**config.mk**
```make
export PLATFORM = sky130hd
export DESIGN_NAME = ucode_sequencer
export DESIGN_NICKNAME = d
export VERILOG_FILES = /design/src/rtl/ucode_sequencer.sv
export SDC_FILE = /design/constraint.sdc
export NUM_CORES = 1
export LEC_CHECK = 0
export ABC_AREA = 1
export BUFFER_PORTS_ARGS = -buffer_cell sky130_fd_sc_hd__buf_2
export CAP_MARGIN = 20
export CORE_UTILIZATION = 48
export DETAILED_ROUTE_END_ITERATION = 7
export GPL_ROUTABILITY_DRIVEN = 0
export PLACE_DENSITY_LB_ADDON = 0.2
export SLEW_MARGIN = 30
export SYNTH_ARGS = -nofsm -noshare
export SYNTH_HDL_FRONTEND = slang
export SYNTH_SLANG_ARGS = --single-unit
```
**constraint.sdc**
```tcl
create_clock -name clk -period 1.4 [get_ports clk]
set_input_delay 0.14 -clock clk [delete_from_list [all_inputs] [get_ports clk]]
set_output_delay 0.14 -clock clk [all_outputs]
set_load 0.01 [all_outputs]
```
**src/rtl/ucode_sequencer.sv**
```systemverilog
// rtl/ucode_sequencer.sv - microcode sequencer: walks next_adr_rom chains per bytecode
// and streams each micro-op address; ROM illegal marks and runaway chains trap sticky.
module ucode_sequencer #(
  parameter int ADR_W     = 9,
  parameter int OP_W      = 8,
  parameter int MAX_STEPS = 16,
  parameter logic [ADR_W-1:0] ILL_ADR = '1
) (
  input  logic             clk,
  input  logic             rst,
  input  logic             bc_valid,
  input  logic [OP_W-1:0]  bc_opcode,
  output logic             bc_ready,
  output logic [ADR_W-1:0] rom_adr,
  input  logic [ADR_W-1:0] rom_next,
  output logic             uop_valid,
  output logic [ADR_W-1:0] uop_adr,
  output logic             uop_last,
  input  logic             uop_ready,
  output logic             busy,
  output logic             err,
  output logic [ADR_W-1:0] err_adr,
  output logic [1:0]       err_code
);

  localparam int STEP_W = $clog2(MAX_STEPS + 1);
  localparam logic [STEP_W-1:0] STEP_MAX = STEP_W'(MAX_STEPS);

  typedef enum logic [1:0] {
    S_IDLE  = 2'd0,
    S_ISSUE = 2'd1,
    S_ERR   = 2'd2
  } state_t;

  state_t            state, state_nx;
  logic [ADR_W-1:0]  cur;
  logic [STEP_W-1:0] step;

  logic accept, fire, chain_end, chain_ill, chain_runaway;

  assign accept        = (state == S_IDLE) && bc_valid && !rst;
  assign fire          = (state == S_ISSUE) && uop_ready;
  assign chain_end     = (rom_next == '0);
  assign chain_ill     = (rom_next == ILL_ADR);
  assign chain_runaway = (step == STEP_MAX);

  // State register plus the datapath that moves with it.
  always_ff @(posedge clk) begin
    if (rst) begin
      state    <= S_IDLE;
      cur      <= '0;
      step     <= '0;
      err_adr  <= '0;
      err_code <= 2'b00;
    end else begin
      state <= state_nx;
      if (accept) begin
        cur  <= ADR_W'(bc_opcode);
        step <= STEP_W'(1);
      end else if (fire && !chain_end) begin
        if (chain_ill) begin
          err_adr  <= cur;
          err_code <= 2'b01;
        end else if (chain_runaway) begin
          err_adr  <= cur;
          err_code <= 2'b10;
        end else begin
          cur  <= rom_next;
          step <= step + STEP_W'(1);
        end
      end
    end
  end

  // Terminator wins over the illegal marker, which wins over the step limit.
  always_comb begin
    state_nx = state;
    case (state)
      S_IDLE:  if (accept) state_nx = S_ISSUE;
      S_ISSUE: if (fire) begin
        if (chain_end)                      state_nx = S_IDLE;
        else if (chain_ill || chain_runaway) state_nx = S_ERR;
      end
      S_ERR:   state_nx = S_ERR;
      default: state_nx = S_IDLE;
    endcase
  end

  always_comb begin
    bc_ready  = (state == S_IDLE) && !rst;
    rom_adr   = cur;
    uop_adr   = cur;
    uop_valid = (state == S_ISSUE);
    uop_last  = (state == S_ISSUE) && chain_end;
    busy      = (state == S_ISSUE);
    err       = (state == S_ERR);
  end

endmodule
```
Yosys cells after proc, flatten, opt, wreduce, memory -nomap -nowiden

Index checks and enable logic that the tools add are counted.

Input port bits: 21
Flip-flop bits (word level): 27

Equal/unequal tests: 9
Bitwise gates (word level): 3
Reduce and logical (&&, ||, !) cells: 18
Add/subtract/negate cells: 1
Multiplexer cells: 17

Operator list:

| cell                                                                     | number |
|---|---|
| 8-bit two-way mux                                                        | 4 |
| 9-bit two-way mux                                                        | 2 |
| 2-bit two-way mux                                                        | 6 |
| 3-bit AND reduction                                                      | 4 |
| 9-bit equality test (second input constant)                              | 1 |
| 9-bit zero test                                                          | 1 |
| 1-bit logical AND                                                        | 6 |
| 2-bit inequality test (second input constant)                            | 3 |
| 2-bit case mux with 3 select lines                                       | 1 |
| 5-bit by 1-bit adder with 5-bit output (second input constant)           | 1 |
| 5-bit equality test (second input constant)                              | 1 |
| 1-bit two-way mux                                                        | 4 |
| 2-bit nonzero test                                                       | 2 |
| 3-bit by 1-bit inequality test with 1-bit output (second input constant) | 1 |
| 1-bit inverter                                                           | 3 |
| 2-bit by 1-bit equality test with 1-bit output (second input constant)   | 1 |
| 2-bit equality test (second input constant)                              | 1 |
| 1-bit zero test                                                          | 2 |
| 2-bit zero test                                                          | 1 |
| 2-bit by 1-bit inequality test with 1-bit output (second input constant) | 1 |
| 2-bit OR reduction                                                       | 1 |
| 1-bit logical OR                                                         | 1 |

Logic depth before layout (Yosys ltp)

Gate-level depths: netlist of the first run.

Depth in word-level cells: 6
Mapped depth: 10

Worst setup path after synthesis of the first run

No wires, ideal clock.

Path type: register to register
Start point: reg step[0]
End point: reg step[1]
Stages on the path, launching flop included: 10
Period minus slack after synthesis: 1.281 ns
Required time: 1.287 ns
Arrival: 1.167 ns
Setup slack: 0.119 ns
Path through: dfxtp_1 inv_1 ha_1 nand3_1 nand2_2 inv_2 nand2_4 buf_6 o21ai_1 nor2_1

Word-level cells in the longest chain between the ends: 3
Elaborated cells on any way between the ends: 4
Classes of those cells: add/sub (1); eq/ne (1); bitwise (1); reduce/logical (1)

Ends and longest elaborated chain:

| item                                                                                           | line | source |
|---|---|---|
| start: declaration                                                                             | 37   | `logic [STEP_W-1:0] step;` |
| start signal: assignment                                                                       | 69   | `step <= step + STEP_W'(1);` |
| parallel branches: the longest is 3 deep, another holds 5-bit by 1-bit adder with 5-bit output | -    |  |

Several ways; the timed one is not identified.
A chain may end at the register's enable or synchronous reset.

Final worst setup path of the first run

Start point: reg step[0]
End point: reg err_code[0]

Word-level cells in the longest chain between the ends: 3

Ends and longest elaborated chain:

| item                                 | line | source |
|---|---|---|
| 5-bit equality test                  | 45   | `assign chain_runaway = (step == STEP_MAX);` |
| 2-bit nonzero test (no source line)  | -    |  |
| 3-bit AND reduction (no source line) | -    |  |
| end signal: assignment               | 54   | `err_code <= 2'b00;` |
| end signal: assignment               | 63   | `err_code <= 2'b01;` |
| end signal: assignment               | 66   | `err_code <= 2'b10;` |
| end: declaration                     | 23   | `output logic [1:0] err_code` |

No other way between the ends.

==> results.cfg, run 1 <==
[placement]
dpl.hpwl_mm = 2.212
place_worst_setup_slack_ns = -0.02787
dpl.cell_count = 279
place.port_buffers = 54
place_area_mm2 = 0.001620

[logic_synthesis]
synth.avg_cell_area_um2 = 6.802
synth.net_count = 227
synth_cells = 204
yosys_warnings = 0
ys_seq_area_share_pct = 38.95
synth.distinct_cells = 22
ys_seq_elements = 27
synth_area_mm2 = 0.001388

[clock_tree]
cts-htree-levels = 1
numCtsBuffers = 3
worstSkewPairLatency_ns = 0.32
path_clk_slew_ns = 0.14
cts_tree = yes
root_buffer = clkbuf_4
cts.sink_count = 27
cts_max_path_buffers = 2

[cells_and_area]
fillers = 257
multi_input_area_um2 = 714.4
area_growth_pct = 27.32
mostFrequentLayoutCells = buf_2, nand2_1, nor2_1
fin_util_pct = 64.07
fin_area_mm2 = 0.001767
seqCellArea_um2 = 548.0
final_common_cell = buf_2
nets = 283
diodes = 0
finalNonFillerCells = 290
layout-drive-gt1-share_pct = 36.68

[power_and_ir_drop]
vdd_ir_drop_max_uv = 513.3
p_per_area_mw_per_mm2 = 812.7
clkPwrFrac_pct = 23.0
intPower_w = 0.001024
seqPwrFrac_pct = 56.8
p_leak_nw = 0.9128
p_comb_share_pct = 20.3
swShare_pct = 28.71
p_switching_w = 0.0004122

[outcome]
status = finished clean

[sta]
fmax_ghz = 0.7383
final-setup-viol-count = 0
final_hold_viol_count = 0
fin_crit_ns = 1.354
setup_ws_ns = 0.04560
whs_ns = 0.1267
tightest_slew_ns = 0.2645
drv_slew = 0
fin_skew_ns = 0.005350
fin_crit_sh_pct = 96.74
slew_headroom_pct = 82.32
rsz0062_at_grt = yes

[drt]
first_pass_iters = 4
vias_per_cell = 4.834
vias = 1402
ant_nets = 0
wl_per_cell_um = 10.44
wl_mm = 3.027
drcViolationCount = 0
drtIter0Drc = 27

[critical_path]
end_kind = flip-flop
cpMaxStageDelayCell = dfxtp_2
crit_chain = inv_1 -> ha_1 -> nand3_1 -> nand2_2 -> buf_4 -> nand2_4 -> inv_8 -> nand2_1 -> nand2_1 -> nor2_1
critPathRequiredTime_ns = 1.67
cp_max_fo = 7
slowest_delay_ns = 0.36
path_class = flip-flop to flip-flop
crit_top_cell = nand2_1
cp.arrival_ns = 1.62
cp-start-kind = flip-flop

[floorplan]
core-area_mm2 = 0.002758
fp-row-count = 19
pin_count = 55
die_w_um = 55.77
dieArea_mm2 = 0.003110
die_height_um = 55.77
start_util_pct = 50.32

[grt]
grt_start_max_net_pins = 17
grt_pass1_wl_mm = 4.491
use_met3_pct = 1.628
busiest_layer = met2
use_met1_pct = 25.95
track_usage_pct = 18.14
antenna_found_initial = 0
gr-total-overflow = 0
met2_usage_pct = 28.57
grt_pass1_vias = 1017

[job]
cap_viol_max_count = 0

[worst_hold_path]
min_path_type = input pin to flip-flop
==> sequential cells by signal (all words and copies together), names as in the netlist <==
signal and flops:
err_adr 9, rom_adr 9, err_code 2, step 5
state 2
==> final cells by class <==
cell class / count / area share, %
clock buffers: 3 / 1.275
clock inverters: 1 / 0.2833
inverters: 15 / 4.037
multi-input cells: 146 / 40.44
flip-flops and latches: 27 / 31.02
well taps: 31 / 2.195
repair buffers: 66 / 20.40
repair inverters: 1 / 0.3541
==> synthesized netlist by cell type <==
master / instances / area share [%]
a21oi_1: 13 / 4.7
buf_2: 1 / 0.36
buf_4: 11 / 6.0
buf_6: 3 / 2.4
clkbuf_1: 2 / 0.54
clkinv_1: 2 / 0.54
dfxtp_1: 27 / 39
ha_1: 2 / 1.8
inv_1: 10 / 2.7
inv_2: 3 / 0.81
nand2_1: 52 / 14
nand2_2: 5 / 2.3
nand2_4: 1 / 0.81
nand3_1: 16 / 5.8
nor2_1: 36 / 9.7
nor2_2: 1 / 0.45
nor2_4: 1 / 0.81
nor3_1: 2 / 0.72
o21ai_0: 10 / 3.6
o21ai_1: 3 / 1.1
xnor2_1: 2 / 1.3
xor2_1: 1 / 0.63
==> worst max-delay path: cells and delay by family (launching register included) <==
kind	cells	cell delay, ns
AND/OR/NAND/NOR	6	0.50
flip-flops	1	0.36
buffers and inverters	3	0.26
adder cells (fa/ha/maj)	1	0.18
==> per-layer routing <==
layer | vias up | share of wire (%)
met1 | 603 | 49
met4 | 0 | 0.40
met3 | 2 | 5.5
li1 | 748 | -
met2 | 49 | 45
met5 | - | 0
==> timing repair <==
item                                   4_1_cts  5_1_grt
endpoints found under the hold margin        0        0
gates cloned                                 0        2
pin swaps                                    0        5
setup endpoints to repair                    7       27
gates resized for setup                      5       16
hold buffers                                 0        0
setup buffers                                0        5
==> logic make-up (layout without fill, tap and decap cells) <==
family	Yosys count	in the layout	share of synthesized area, %
buffers and inverters	32	86	13.35
AOI/OAI and AO/OA	26	26	9.377
adders and majority gates	2	2	1.803
xor gates and xnor gates	3	3	1.894
DFF	27	27	38.95
and+or+nand+nor	114	115	34.63
==> power by group through the flow <==
stage / registers, W / clock network (W) / logic [W]
finish: 0.000815 / 0.000330 / 0.000291
global route: 0.000820 / 0.000376 / 0.000326
CTS: 0.000814 / 0.000338 / 0.000266
detailed placement: 0.000832 / 0 / 0.000260
global placement: 0.000830 / 0 / 0.000260
floorplan: 0.000836 / 0 / 0.000172
==> per-stage QoR <==
step	power [W]	TNS, ns
after global routing	0.001522	-0.6590
after floorplan	0.001008	0
after CTS	0.001418	0
after detailed placement	0.001091	-0.03203
final	0.001436	0
after global placement	0.001090	0
==> path summary, 6_finish.rpt <==
check / startpoint / to / slack (ns) / cells past startpoint
max: step[0] / err_code[0] / 0.05 / 10
min: rom_next[8] / rom_adr[8] / 0.13 / 3
max reg2reg: step[0] / err_code[0] / 0.05 / 10
min reg2reg: err_code[1] / err_code[1] / 0.48 / 2
Note: power is estimated with default switching activity, not from simulation.
==> run 2: changes to the inputs <==
PLACE_DENSITY = 0.79   (was default)
PLACE_DENSITY_LB_ADDON = default   (was 0.2)
==> run 2 against run 1 <==
  * Largest cell class unchanged
  * Clock power increased by 7.3%
  * Critical endpoint is now err_adr[4]
  * Worst hold slack got worse by 0.031 ns
  * Combinational power about the same
  * Critical path depth is 1 lower
  * Routed wire length rose by 10%
  * Sequential share of layout area is 0.95 points lower
  * Flip-flop and latch count unchanged
  * Fmax shrank 2.1%
==> results.cfg, run 2 (same netlist as run 1, synthesis figures left out) <==
[placement]
place_worst_setup_slack_ns = -0.02311
dpl.cell_count = 284
dpl.hpwl_mm = 2.398
place.port_buffers = 54
place_area_mm2 = 0.001658

[critical_path]
slowest_delay_ns = 0.36
r2r_start = state[1]
cp_max_fo = 5
cp.arrival_ns = 1.63
critPathRequiredTime_ns = 1.65
cpMaxStageDelayCell = dfxtp_2
critPathLaunch = state[1]
crit_chain = inv_2 -> nand2_4 -> inv_2 -> nand2_2 -> nor2_4 -> nand2_4 -> buf_6 -> o21ai_2 -> nor2_2
path_buf_inv = 3
cp_top_family = simple AND/OR/NAND/NOR gates
end_kind = flip-flop
path_class = flip-flop to flip-flop
cp-start-kind = flip-flop

[floorplan]
core-area_mm2 = 0.002758
fp-row-count = 19
dieArea_mm2 = 0.003110
start_util_pct = 50.32
pin_count = 55
die_w_um = 55.77
die_height_um = 55.77

[drt]
ant_nets = 0
wl_per_cell_um = 11.53
drtIter0Drc = 51
drcViolationCount = 0
vias = 1436
wl_mm = 3.344
first_pass_iters = 4
vias_per_cell = 4.952

[grt]
met2_usage_pct = 36.14
grt_start_max_net_pins = 17
gr-total-overflow = 0
track_usage_pct = 20.76
use_met1_pct = 25.70
antenna_found_initial = 0
grt_pass1_wl_mm = 5.188
grt_pass1_vias = 1224
use_met3_pct = 5.349
busiest_layer = met2

[clock_tree]
numCtsBuffers = 3
cts-htree-levels = 1
cts.sink_count = 27
cts_max_path_buffers = 2
path_clk_slew_ns = 0.15
cts_tree = yes
root_buffer = clkbuf_4
worstSkewPairLatency_ns = 0.33
cts_hold_buf = 0

[power_and_ir_drop]
vdd_ir_drop_max_uv = 941.7
intPower_w = 0.001026
seqPwrFrac_pct = 55.8
p_per_area_mw_per_mm2 = 807.0
clkPwrFrac_pct = 24.2
p_comb_share_pct = 20.1
p_leak_nw = 0.9202
p_switching_w = 0.0004382
swShare_pct = 29.93

[sta]
fin_crit_ns = 1.384
tightest_slew_ns = 0.2776
fmax_ghz = 0.7228
fin_skew_ns = 0.002432
fin_crit_sh_pct = 98.82
drv_slew = 0
finalSetupTns_ns = 0
setup_ws_ns = 0.01649
final_hold_viol_count = 0
slew_headroom_pct = 81.45
final-setup-viol-count = 0

[worst_hold_path]
holdCritStartpoint = rom_next[8]
min_path_type = input pin to flip-flop

[cells_and_area]
fin_area_mm2 = 0.001814
area_growth_pct = 30.75
fillers = 253
multi_input_area_um2 = 740.7
mostFrequentLayoutCells = buf_2, nand2_1, nor2_1
seqCellArea_um2 = 545.5
diodes = 0
nets = 283
finalNonFillerCells = 290
final_common_cell = buf_2
layout-drive-gt1-share_pct = 37.84

[outcome]
status = finished clean

[job]
cap_viol_max_count = 0
## run 2: changes by cell type in the layout (fill, tap and decap cells not counted), moves of 3 or more
| cell | change |
|---|---|
| o21ai_0 | -9 |
| a21oi_1 | +3 |
| nand2_2 | -3 |
| buf_4 | -4 |
| buf_6 | +5 |
| o21ai_1 | +7 |
| a21oi_2 | -3 |
| nand2_4 | +3 |
## run 2: layout make-up
type / count / share of cell area, %
Multi-Input combinational cell: 146 / 40.83
Clock buffer: 3 / 1.241
Tap cell: 31 / 2.138
Sequential cell: 27 / 30.07
Inverter: 15 / 4.000
Timing Repair Buffer: 67 / 21.31
Clock inverter: 1 / 0.4138
## run 2: worst register-to-register path, stage by stage (launching register included)
cell and delay (ns):
dfxtp_2 0.36, inv_2 0.07, nand2_4 0.06, inv_2 0.06
nand2_2 0.05, nor2_4 0.23, nand2_4 0.12, buf_6 0.15
o21ai_2 0.13, nor2_2 0.06
## run 2: power by group through the flow
| stage | sequential [W] | clock [W] | combinational [W] |
|---|---|---|---|
| 3_3_place_gp | 0.000827 | 0 | 0.000266 |
| 4_1_cts | 0.000812 | 0.000366 | 0.000271 |
| 3_5_place_dp | 0.000829 | 0 | 0.000268 |
| 6_report | 0.000817 | 0.000354 | 0.000294 |
| 5_1_grt | 0.000821 | 0.000390 | 0.000327 |
| 2_1_floorplan | 0.000836 | 0 | 0.000172 |
## run 2: metrics by stage
step	utilization, %	total power (W)	hold WS (ns)
floorplan	-	0.001008	0.2180
global placement	60.12	0.001093	0.4505
detailed placement	60.12	0.001096	0.4449
CTS	61.43	0.001449	0.08686
global route	65.79	0.001538	0.1295
finish	65.79	0.001464	0.09583
## run 2: metal layers
metal | wire length [um] | vias up
li1 | - | 742
met1 | 1423 | 639
met2 | 1673 | 49
met3 | 198 | 6
met4 | 48 | 0
met5 | 0 | -
## run 2: repair_timing
| action | CTS | global route |
|---|---|---|
| endpoints found under the setup margin | 8 | 21 |
| pin swaps | 0 | 6 |
| setup buffers | 0 | 1 |
| gates resized for setup | 2 | 39 |
| cloned | 0 | 1 |
## run 2: final timing paths
kind,end,slack [ns],depth (start not counted)
max,err_adr[4],0.02,9
min,rom_adr[8],0.1,3
max reg2reg,err_adr[4],0.02,9
min reg2reg,err_code[1],0.49,2
==> run 3: changes to the inputs <==
PLACE_DENSITY = default   (was 0.79)
PLACE_DENSITY_LB_ADDON = 0.1   (was default)
==> run 3 against run 2 <==
  * Worst hold slack got worse by 0.0082 ns
  * Flip-flop and latch count unchanged
  * Sequential power about the same
  * Count of clock-buffer cells in the layout unchanged
  * Design area increased by 3.4%
  * Via count decreased by 0.28%
  * Clock power increased by 2%
  * Utilization increased by 2.3 points
  * Global-route usage decreased by 1.5 points
  * First-iteration DRC count decreased by 27%
  * Cell count increased by 2.1%
  * Die area unchanged
==> results.cfg, run 3 (same netlist as run 1, synthesis figures left out) <==
[cells_and_area]
mostFrequentLayoutCells = buf_2, nand2_1, nor2_1
area_growth_pct = 35.26
fillers = 254
diodes = 0
layout-drive-gt1-share_pct = 39.25
final_common_cell = buf_2
fin_area_mm2 = 0.001877
nets = 289

[power_and_ir_drop]
p_per_area_mw_per_mm2 = 793.0
vdd_ir_drop_max_uv = 643.3
p_leak_nw = 0.9459
finalPower_w = 0.001488

[grt]
grt_start_max_net_pins = 17
gr-total-overflow = 0
grt_pass1_wl_mm = 4.788
track_usage_pct = 19.29
grt_pass1_vias = 1080
antenna_found_initial = 0

[floorplan]
die_w_um = 55.77
pin_count = 55
fp-row-count = 19
die_height_um = 55.77
dieArea_mm2 = 0.003110
core-area_mm2 = 0.002758
start_util_pct = 50.32

[critical_path]
cp.arrival_ns = 1.62
critPathRequiredTime_ns = 1.64
cp_max_fo = 7
cp-start-kind = flip-flop
path_class = flip-flop to flip-flop
end_kind = flip-flop

[sta]
tightest_slew_ns = 0.2936
fmax_ghz = 0.7240
final_hold_viol_count = 0
fin_crit_sh_pct = 98.65
fin_skew_ns = 0.006406
drv_slew = 0
slew_headroom_pct = 80.38
whs_ns = 0.08762
fin_crit_ns = 1.381
final-setup-viol-count = 0

[clock_tree]
numCtsBuffers = 3
cts_hold_buf = 0
cts.sink_count = 27
cts_max_path_buffers = 2
cts_tree = yes
path_clk_slew_ns = 0.16
root_buffer = clkbuf_4
cts-htree-levels = 1
worstSkewPairLatency_ns = 0.34

[drt]
first_pass_iters = 4
drcViolationCount = 0
drtIter0Drc = 37
ant_nets = 0
vias_per_cell = 4.838
wl_per_cell_um = 11.04
vias = 1432
wl_mm = 3.269

[placement]
place_area_mm2 = 0.001635
dpl.hpwl_mm = 2.237
place.port_buffers = 54

[job]
cap_viol_max_count = 0

[outcome]
status = finished clean

[worst_hold_path]
min_path_type = input pin to flip-flop
==> run 3: cell count changes in the layout (fill, tap and decap cells not counted), moves of 3 or more <==
| cell | delta |
|---|---|
| a21oi_2 | +3 |
| buf_6 | -4 |
| o21ai_0 | +9 |
| o21ai_1 | -7 |
| buf_4 | +9 |
| a21oi_1 | -3 |
==> run 3: final cells by class <==
class,count,area (um2),area share [%]
multi-input cells,147,777.0,41.40
flip-flops and latches,27,546.8,29.13
repair buffers,72,409.1,21.80
clock inverters,1,7.507,0.4000
well taps,31,38.79,2.067
inverters,15,75.07,4.000
clock buffers,3,22.52,1.200
==> run 3: per-layer routing <==
| metal | track usage (%) | wire, um | part of all wire (%) | up-vias |
|---|---|---|---|---|
| met5 | 0 | 0 | 0 | - |
| met4 | 5.357 | 0 | 0 | 0 |
| met3 | 4.419 | 176 | 5.4 | 0 |
| met2 | 29.26 | 1508 | 46 | 54 |
| met1 | 27.50 | 1584 | 48 | 618 |
| li1 | - | - | - | 760 |
==> run 3: path summary, 6_finish.rpt <==
| check | from | endpoint | slack, ns | depth (start not counted) |
|---|---|---|---|---|
| worst max register to register | state[1] | rom_adr[2] | 0.02 | 9 |
| worst min-delay path | rom_next[8] | rom_adr[8] | 0.09 | 3 |
| worst max-delay path | state[1] | rom_adr[2] | 0.02 | 9 |
| worst min register to register | err_code[1] | err_code[1] | 0.49 | 2 |
==> run 3: worst max-delay path, cell delays in order (launching register included) <==
cell	delay (ns)
dfxtp_2	0.37
inv_2	0.07
nand2_4	0.07
inv_4	0.07
nand2_4	0.05
nor2_4	0.24
nand2_8	0.13
buf_4	0.16
nand3_1	0.06
a21oi_1	0.06
==> run 3: report_power, final <==
| group | internal, W | leakage, nW | switching (W) |
|---|---|---|---|
| logic | 0.000133 | 0.712 | 0.000178 |
| registers | 0.000793 | 0.220 | 0.0000243 |
| clock network | 0.000110 | 0.0139 | 0.000251 |
| total | 0.00104 | 0.946 | 0.000453 |
==> run 3: metrics by stage <==
step	utilization, %	cells	TNS, ns	worst slack [ns]
final	68.06	296	0	0.01883
after global routing	68.06	296	-0.7221	-0.06103
after CTS	60.48	285	0	0.01610
after detailed placement	59.30	281	-0.005618	-0.005618
after global placement	59.30	281	0	0.04507
after floorplan	-	204	0	0.1195
==> run 3: timing repair <==
action,4_1_cts,5_1_grt
pin swaps,0,6
setup endpoints to repair,2,27
resized for setup,1,32
hold endpoints to repair,0,0
buffers inserted,0,9
cloned,0,2
